===== src/rtl/dcache_ctrl.sv =====
// dcache_ctrl: direct-mapped, write-back, write-allocate data cache controller.
// Sits between the MEM stage and port 2 of the shared quad-word memory.
// Ports:
//   clk, reset_n             clock, synchronous active-low reset
//   cpu_read/cpu_write       word request (write wins if both), held until cpu_done
//   cpu_addr/cpu_wdata       word address / write data
//   cpu_rdata/cpu_done       read data / one-cycle completion pulse
//   mem_read/mem_write_q     line read / line write request, dropped while mem_ack
//   mem_addr/mem_wdata       line-aligned address / line write data (word n at [16n+15:16n])
//   mem_rdata/mem_ack        line read data / memory completion pulse
//   hit_count/miss_count     wrapping performance counters
module dcache_ctrl #(
  parameter int unsigned LINES     = 4,
  parameter int unsigned WORD_SIZE = 16
) (
  input  logic                   clk,
  input  logic                   reset_n,
  input  logic                   cpu_read,
  input  logic                   cpu_write,
  input  logic [15:0]            cpu_addr,
  input  logic [WORD_SIZE-1:0]   cpu_wdata,
  output logic [WORD_SIZE-1:0]   cpu_rdata,
  output logic                   cpu_done,
  output logic                   mem_read,
  output logic                   mem_write_q,
  output logic [15:0]            mem_addr,
  output logic [4*WORD_SIZE-1:0] mem_wdata,
  input  logic [4*WORD_SIZE-1:0] mem_rdata,
  input  logic                   mem_ack,
  output logic [15:0]            hit_count,
  output logic [15:0]            miss_count
);

  localparam int unsigned IDX = $clog2(LINES);
  localparam int unsigned TW  = 14 - IDX;

  typedef enum logic [1:0] {S_IDLE, S_WB, S_FILL, S_DONE} state_t;
  typedef logic [3:0][WORD_SIZE-1:0] line_t;

  state_t state_q, state_d;

  logic [LINES-1:0] valid_q, dirty_q;
  logic [TW-1:0]    tag_q  [LINES];
  line_t            data_q [LINES];
  line_t            fill_q, fill_merged;

  logic [15:0]           req_addr_q;
  logic [WORD_SIZE-1:0]  req_wdata_q;
  logic                  req_wr_q;
  logic [WORD_SIZE-1:0]  rdata_q;
  logic [15:0]           hit_q, miss_q;

  // Incoming request decode (IDLE) and latched request decode (WB/FILL).
  logic [IDX-1:0] in_idx, r_idx;
  logic [TW-1:0]  in_tag, r_tag;
  logic [1:0]     in_off, r_off;
  logic           req, hit;

  assign in_off = cpu_addr[1:0];
  assign in_idx = cpu_addr[IDX+1:2];
  assign in_tag = cpu_addr[15:IDX+2];
  assign r_off  = req_addr_q[1:0];
  assign r_idx  = req_addr_q[IDX+1:2];
  assign r_tag  = req_addr_q[15:IDX+2];
  assign req    = cpu_read | cpu_write;
  assign hit    = valid_q[in_idx] && (tag_q[in_idx] == in_tag);

  always_comb begin
    fill_merged = fill_q;
    if (req_wr_q) fill_merged[r_off] = req_wdata_q;
  end

  // Next state and memory-side outputs; requests fall in the ack cycle.
  always_comb begin
    state_d     = state_q;
    mem_read    = 1'b0;
    mem_write_q = 1'b0;
    mem_addr    = '0;
    mem_wdata   = '0;
    cpu_done    = 1'b0;
    case (state_q)
      S_IDLE: begin
        if (req) begin
          if (hit)                                  state_d = S_DONE;
          else if (valid_q[in_idx] && dirty_q[in_idx]) state_d = S_WB;
          else                                      state_d = S_FILL;
        end
      end
      S_WB: begin
        mem_write_q = !mem_ack;
        mem_addr    = {tag_q[r_idx], r_idx, 2'b00};
        mem_wdata   = data_q[r_idx];
        if (mem_ack) state_d = S_FILL;
      end
      S_FILL: begin
        mem_read = !mem_ack;
        mem_addr = {r_tag, r_idx, 2'b00};
        if (mem_ack) state_d = S_DONE;
      end
      S_DONE: begin
        cpu_done = 1'b1;
        state_d  = S_IDLE;
      end
      default: state_d = S_IDLE;
    endcase
  end

  // Control state: reset clears valid/dirty so an interrupted fill stays invalid.
  always_ff @(posedge clk) begin
    if (!reset_n) begin
      state_q <= S_IDLE;
      valid_q <= '0;
      dirty_q <= '0;
      rdata_q <= '0;
      hit_q   <= '0;
      miss_q  <= '0;
    end else begin
      state_q <= state_d;
      if (state_q == S_IDLE && req) begin
        if (hit) begin
          hit_q <= hit_q + 16'd1;
          if (cpu_write) dirty_q[in_idx] <= 1'b1;
          else           rdata_q <= data_q[in_idx][in_off];
        end else begin
          miss_q <= miss_q + 16'd1;
        end
      end
      if (state_q == S_WB && mem_ack) dirty_q[r_idx] <= 1'b0;
      if (state_q == S_FILL && mem_ack) begin
        valid_q[r_idx] <= 1'b1;
        dirty_q[r_idx] <= req_wr_q;
        if (!req_wr_q) rdata_q <= fill_q[r_off];
      end
    end
  end

  // Line storage and request capture need no reset.
  always_ff @(posedge clk) begin
    if (reset_n) begin
      if (state_q == S_IDLE && req) begin
        req_addr_q  <= cpu_addr;
        req_wdata_q <= cpu_wdata;
        req_wr_q    <= cpu_write;
        if (hit && cpu_write) data_q[in_idx][in_off] <= cpu_wdata;
      end
      if (mem_read) fill_q <= mem_rdata;
      if (state_q == S_FILL && mem_ack) begin
        tag_q[r_idx]  <= r_tag;
        data_q[r_idx] <= fill_merged;
      end
    end
  end

  assign cpu_rdata  = rdata_q;
  assign hit_count  = hit_q;
  assign miss_count = miss_q;

endmodule


===== config.mk =====
export PLATFORM = sky130hd
export DESIGN_NAME = dcache_ctrl
export DESIGN_NICKNAME = d
export VERILOG_FILES = /design/src/rtl/dcache_ctrl.sv
export SDC_FILE = /design/constraint.sdc
export NUM_CORES = 1
export LEC_CHECK = 0
export CORE_MARGIN = 10
export CORE_UTILIZATION = 35
export DETAILED_ROUTE_END_ITERATION = 10
export GPL_TIMING_DRIVEN = 0
export PLACE_DENSITY = 0.61
export SYNTH_ARGS = -nofsm -noshare
export SYNTH_HDL_FRONTEND = slang
export SYNTH_SLANG_ARGS = --single-unit

===== constraint.sdc =====
create_clock -name clk -period 4.6 [get_ports clk]
set_input_delay 0.69 -clock clk [delete_from_list [all_inputs] [get_ports clk]]
set_output_delay 0.69 -clock clk [all_outputs]
set_load 0.03 [all_outputs]

==> results.cfg <==
[run_status]
run_status = finished clean

[sta]
grt_setup_unrepaired = false
layout_setup_ws_ps = 204.9
timing_worst_slew_pin_value_ps = 1059
setup_viol = 0
maxSlewHeadroom_pct = 28.92
fmax_mhz = 227.5
post-route-min-period_ps = 4395
report.final.hold_viol_count = 0
finalCritPeriodShare_pct = 95.55
clock-skew-final_ps = 42.61
slew_violations = 0

[clock_tree]
cts_hold_buffers = 0
cts_made_buffers = 50
cts_root_buffer = sky130_fd_sc_hd__clkbuf_16
htree_num_levels = 2
clk_latency_ps = 620
tritoncts = built
clkSlewWorstSetupHoldPaths_ps = 60
max-clock-path-buffers = 3
cts_resized = 14
clkSinkCount = 461
post-cts-setup-buffers = 0

[placed_design]
place.gp.congestion = 0.9490
dpl.cell_count = 2435
post-dp-hpwl_um = 52290
numPortBuffers = 229
pre_cts_ws_ps = -123.3

[setup_path]
worstPathMaxFanout = 10
setup.reg_to_reg.worst_slack_ps = 880
rr_worst_depth = 8
crit_path_end = mem_wdata[42]
critical_path_class = flip-flop to primary output
worst-endpoint-arrival_ps = 3710
critical_path_required_ps = 3910
setup.worst_path.end_class = primary output
crit_path_start_kind = flip-flop
critical_path.reg2reg.endpoint = data_q[2][42]
crit-reg2reg-launch = state_q[0]

[routing]
viasPerCell = 5.666
ant_nets = 0
route.detailed.wl_per_inst_um = 27.14
drtIter0Drc = 1844
vias = 14330
detailedRoute.firstPassIterationCount = 7
drc_errors = 0
detail_route.wirelength_um = 68670

[synth]
synth_area_mm2 = 0.02166
most_instantiated_flip_flop_cell_in_the_synthesis_netlist = sky130_fd_sc_hd__edfxtp_1
synth_enable_flop_cells = 401
synth_area_per_cell_um2 = 15.50
ys_seq_elements = 461
cell_count_after_synthesis = 1397
ys_types = 65
synth_seq_area_share_pct = 61.15
synthArstFlopShare_pct = 0
yosysWarningCount = 0

[floorplan]
initial_core_util_pct = 35.22
die_h_um = 268.8
core_area_mm2 = 0.06148
fp-row-count = 91
die_width_um = 268.8
die-area_mm2 = 0.07223
top_level_ports = 232

[hold_path]
worstHoldPathType = flip-flop to flip-flop
holdPathStages = 2

[pwr]
worst_ir_drop_vdd_mv = 0.2922
p_total_mw = 12.27
power.static_leakage_nw = 8.725
p_per_area_mw_per_mm2 = 455.3

[finish]
layout-area-overhead-vs-synth_pct = 24.40
finalNonFillerCells = 2530
share_of_final_layout_standard_cells_stronger_than_drive_strength_1_pct = 19.49
final_net_count = 1805

[grt]
grt_start_max_net_pins = 65
grt_pass1_wl_um = 98790
first_global_vias = 14310
grt_remaining_overflow = 0
global_route_usage_over_all_layers_pct = 18.76
grt_antenna_before_repair = 1

[job]
max-cap-violations = 0
[where the power goes]
| part | total, mW | internal, mW | switching, mW |
|---|---|---|---|
| Clock | 4.03 | 2.32 | 1.71 |
| Sequential | 5.01 | 4.87 | 0.140 |
| Combinational | 3.23 | 1.26 | 1.96 |
[flip-flops by register name, summed over array words and instances, names as in the netlist, named ones only]
register and cells:
state_q 2, req_addr_q 16, req_wdata_q 16, hit_count 16, miss_count 16, data_q 256
req_wr_q 1, valid_q 4, cpu_rdata 16, tag_q 48, fill_q 64, dirty_q 4
[how the worst min path moves through the flow]
| stage | start | endpoint | slack, ps |
|---|---|---|---|
| 2_1_floorplan | valid_q[1] | valid_q[1] | 440 |
| 5_1_grt | valid_q[1] | valid_q[1] | 510 |
| 4_1_cts | hit_count[13] | hit_count[13] | 480 |
| 3_5_place_dp | valid_q[1] | valid_q[1] | 470 |
| 3_3_place_gp | hit_count[15] | hit_count[15] | 460 |
| 6_report | hit_count[15] | hit_count[15] | 480 |
[critical path, stage by stage, from the launching register on]
cell	delay (ps)
sky130_fd_sc_hd__dfxtp_1	300
sky130_fd_sc_hd__clkbuf_1	230
sky130_fd_sc_hd__clkdlybuf4s15_2	510
sky130_fd_sc_hd__clkdlybuf4s15_2	620
sky130_fd_sc_hd__mux4_2	580
sky130_fd_sc_hd__and2_1	230
sky130_fd_sc_hd__clkdlybuf4s50_1	620
[synthesized netlist by cell type (all sizes together), types with 3 or more instances]
library cell / count / share of area, %
nand3b: 3 / 0.16
nor4: 10 / 0.42
dfxtp: 60 / 5.5
a21boi: 10 / 0.35
and3: 8 / 0.23
nor3b: 4 / 0.14
o31ai: 6 / 0.21
o21ai: 15 / 0.35
o211ai: 3 / 0.10
or3: 5 / 0.14
a21oi: 5 / 0.12
mux2i: 38 / 1.8
nand3: 22 / 0.51
nor2b: 18 / 0.52
mux4: 181 / 19
buf: 38 / 0.95
or4: 5 / 0.17
nand2: 175 / 3.0
and2: 68 / 2.0
clkbuf: 62 / 1.1
nor3: 6 / 0.14
nand2b: 18 / 0.52
nor2: 46 / 0.80
nand4: 11 / 0.35
a21o: 4 / 0.14
ha: 7 / 0.40
a31oi: 70 / 2.0
xor2: 4 / 0.16
xnor2: 13 / 0.80
inv: 25 / 0.43
edfxtp: 401 / 56
a22oi: 13 / 0.45
o22ai: 16 / 0.46
[cell usage in the layout (no fill, tap or decap), types with 8 or more instances in the layout]
| master | synthesis | final |
|---|---|---|
| sky130_fd_sc_hd__dfxtp_1 | 60 | 60 |
| sky130_fd_sc_hd__edfxtp_1 | 401 | 401 |
| sky130_fd_sc_hd__clkbuf_1 | 61 | 80 |
| sky130_fd_sc_hd__o22ai_1 | 16 | 16 |
| sky130_fd_sc_hd__mux4_2 | 180 | 180 |
| sky130_fd_sc_hd__nor2b_1 | 18 | 18 |
| sky130_fd_sc_hd__nand3_1 | 22 | 22 |
| sky130_fd_sc_hd__nand2b_1 | 18 | 18 |
| sky130_fd_sc_hd__nand2_1 | 175 | 175 |
| sky130_fd_sc_hd__and3_1 | 8 | 8 |
| sky130_fd_sc_hd__clkbuf_16 | 0 | 51 |
| sky130_fd_sc_hd__a21boi_1 | 10 | 10 |
| sky130_fd_sc_hd__xnor2_2 | 8 | 8 |
| sky130_fd_sc_hd__clkdlybuf4s50_1 | 0 | 229 |
| sky130_fd_sc_hd__a31oi_1 | 70 | 70 |
| sky130_fd_sc_hd__buf_2 | 11 | 11 |
| sky130_fd_sc_hd__o21ai_0 | 8 | 8 |
| sky130_fd_sc_hd__clkinv_2 | 0 | 8 |
| sky130_fd_sc_hd__buf_6 | 5 | 10 |
| sky130_fd_sc_hd__nor2_2 | 0 | 19 |
| sky130_fd_sc_hd__nor2_1 | 46 | 27 |
| sky130_fd_sc_hd__nand4_1 | 10 | 10 |
| sky130_fd_sc_hd__mux2i_1 | 38 | 38 |
| sky130_fd_sc_hd__inv_1 | 24 | 23 |
| sky130_fd_sc_hd__a22oi_1 | 13 | 13 |
| sky130_fd_sc_hd__buf_8 | 0 | 12 |
| sky130_fd_sc_hd__buf_1 | 19 | 12 |
| sky130_fd_sc_hd__and2_1 | 68 | 67 |
[stage by stage]
step | util [%] | cell area, um2 | TNS [ps] | hold slack, ps
CTS | 43.81 | 26940 | 0 | 483.2
floorplan | - | 21660 | 0 | 441.6
global placement | 40.57 | 24940 | -358100 | 462.4
detailed placement | 41.07 | 25250 | -2671 | 471.5
finish | 43.82 | 26940 | 0 | 476.9
global route | 43.82 | 26940 | 0 | 506.7
[layout make-up]
type,instances,area (um2)
Antenna cell,1,2.502
Multi-Input combinational cell,812,7940
Inverter,25,93.84
Fill cell,5462,34540
Clock buffer,76,1420
Sequential cell,461,13240
Clock inverter,18,212.7
Tap cell,790,988.4
Buffer,100,493.0
Timing Repair Buffer,247,2549
[metal layers]
layer	up-vias	track usage [%]	share of wire (%)
met2	732	29.98	47
met1	7353	24.87	40
met4	2	5.981	3.4
met3	107	4.595	9.6
li1	6140	-	-
met5	-	0	0.023
[cell families (layout without fill, tap and decap cells)]
group | Yosys count | after routing | synth area share [%]
AND/OR/NAND/NOR | 407 | 407 | 9.400
flip-flops | 461 | 461 | 61.15
AO/OA/AOI/OAI | 159 | 159 | 4.957
multiplexers | 220 | 220 | 20.65
other | 1 | 3 | 0.01732
XOR/XNOR | 17 | 17 | 0.9648
buffers and inverters | 125 | 466 | 2.461
adder cells (fa/ha/maj) | 7 | 7 | 0.4044
Power figures use the tool's default switching activity.
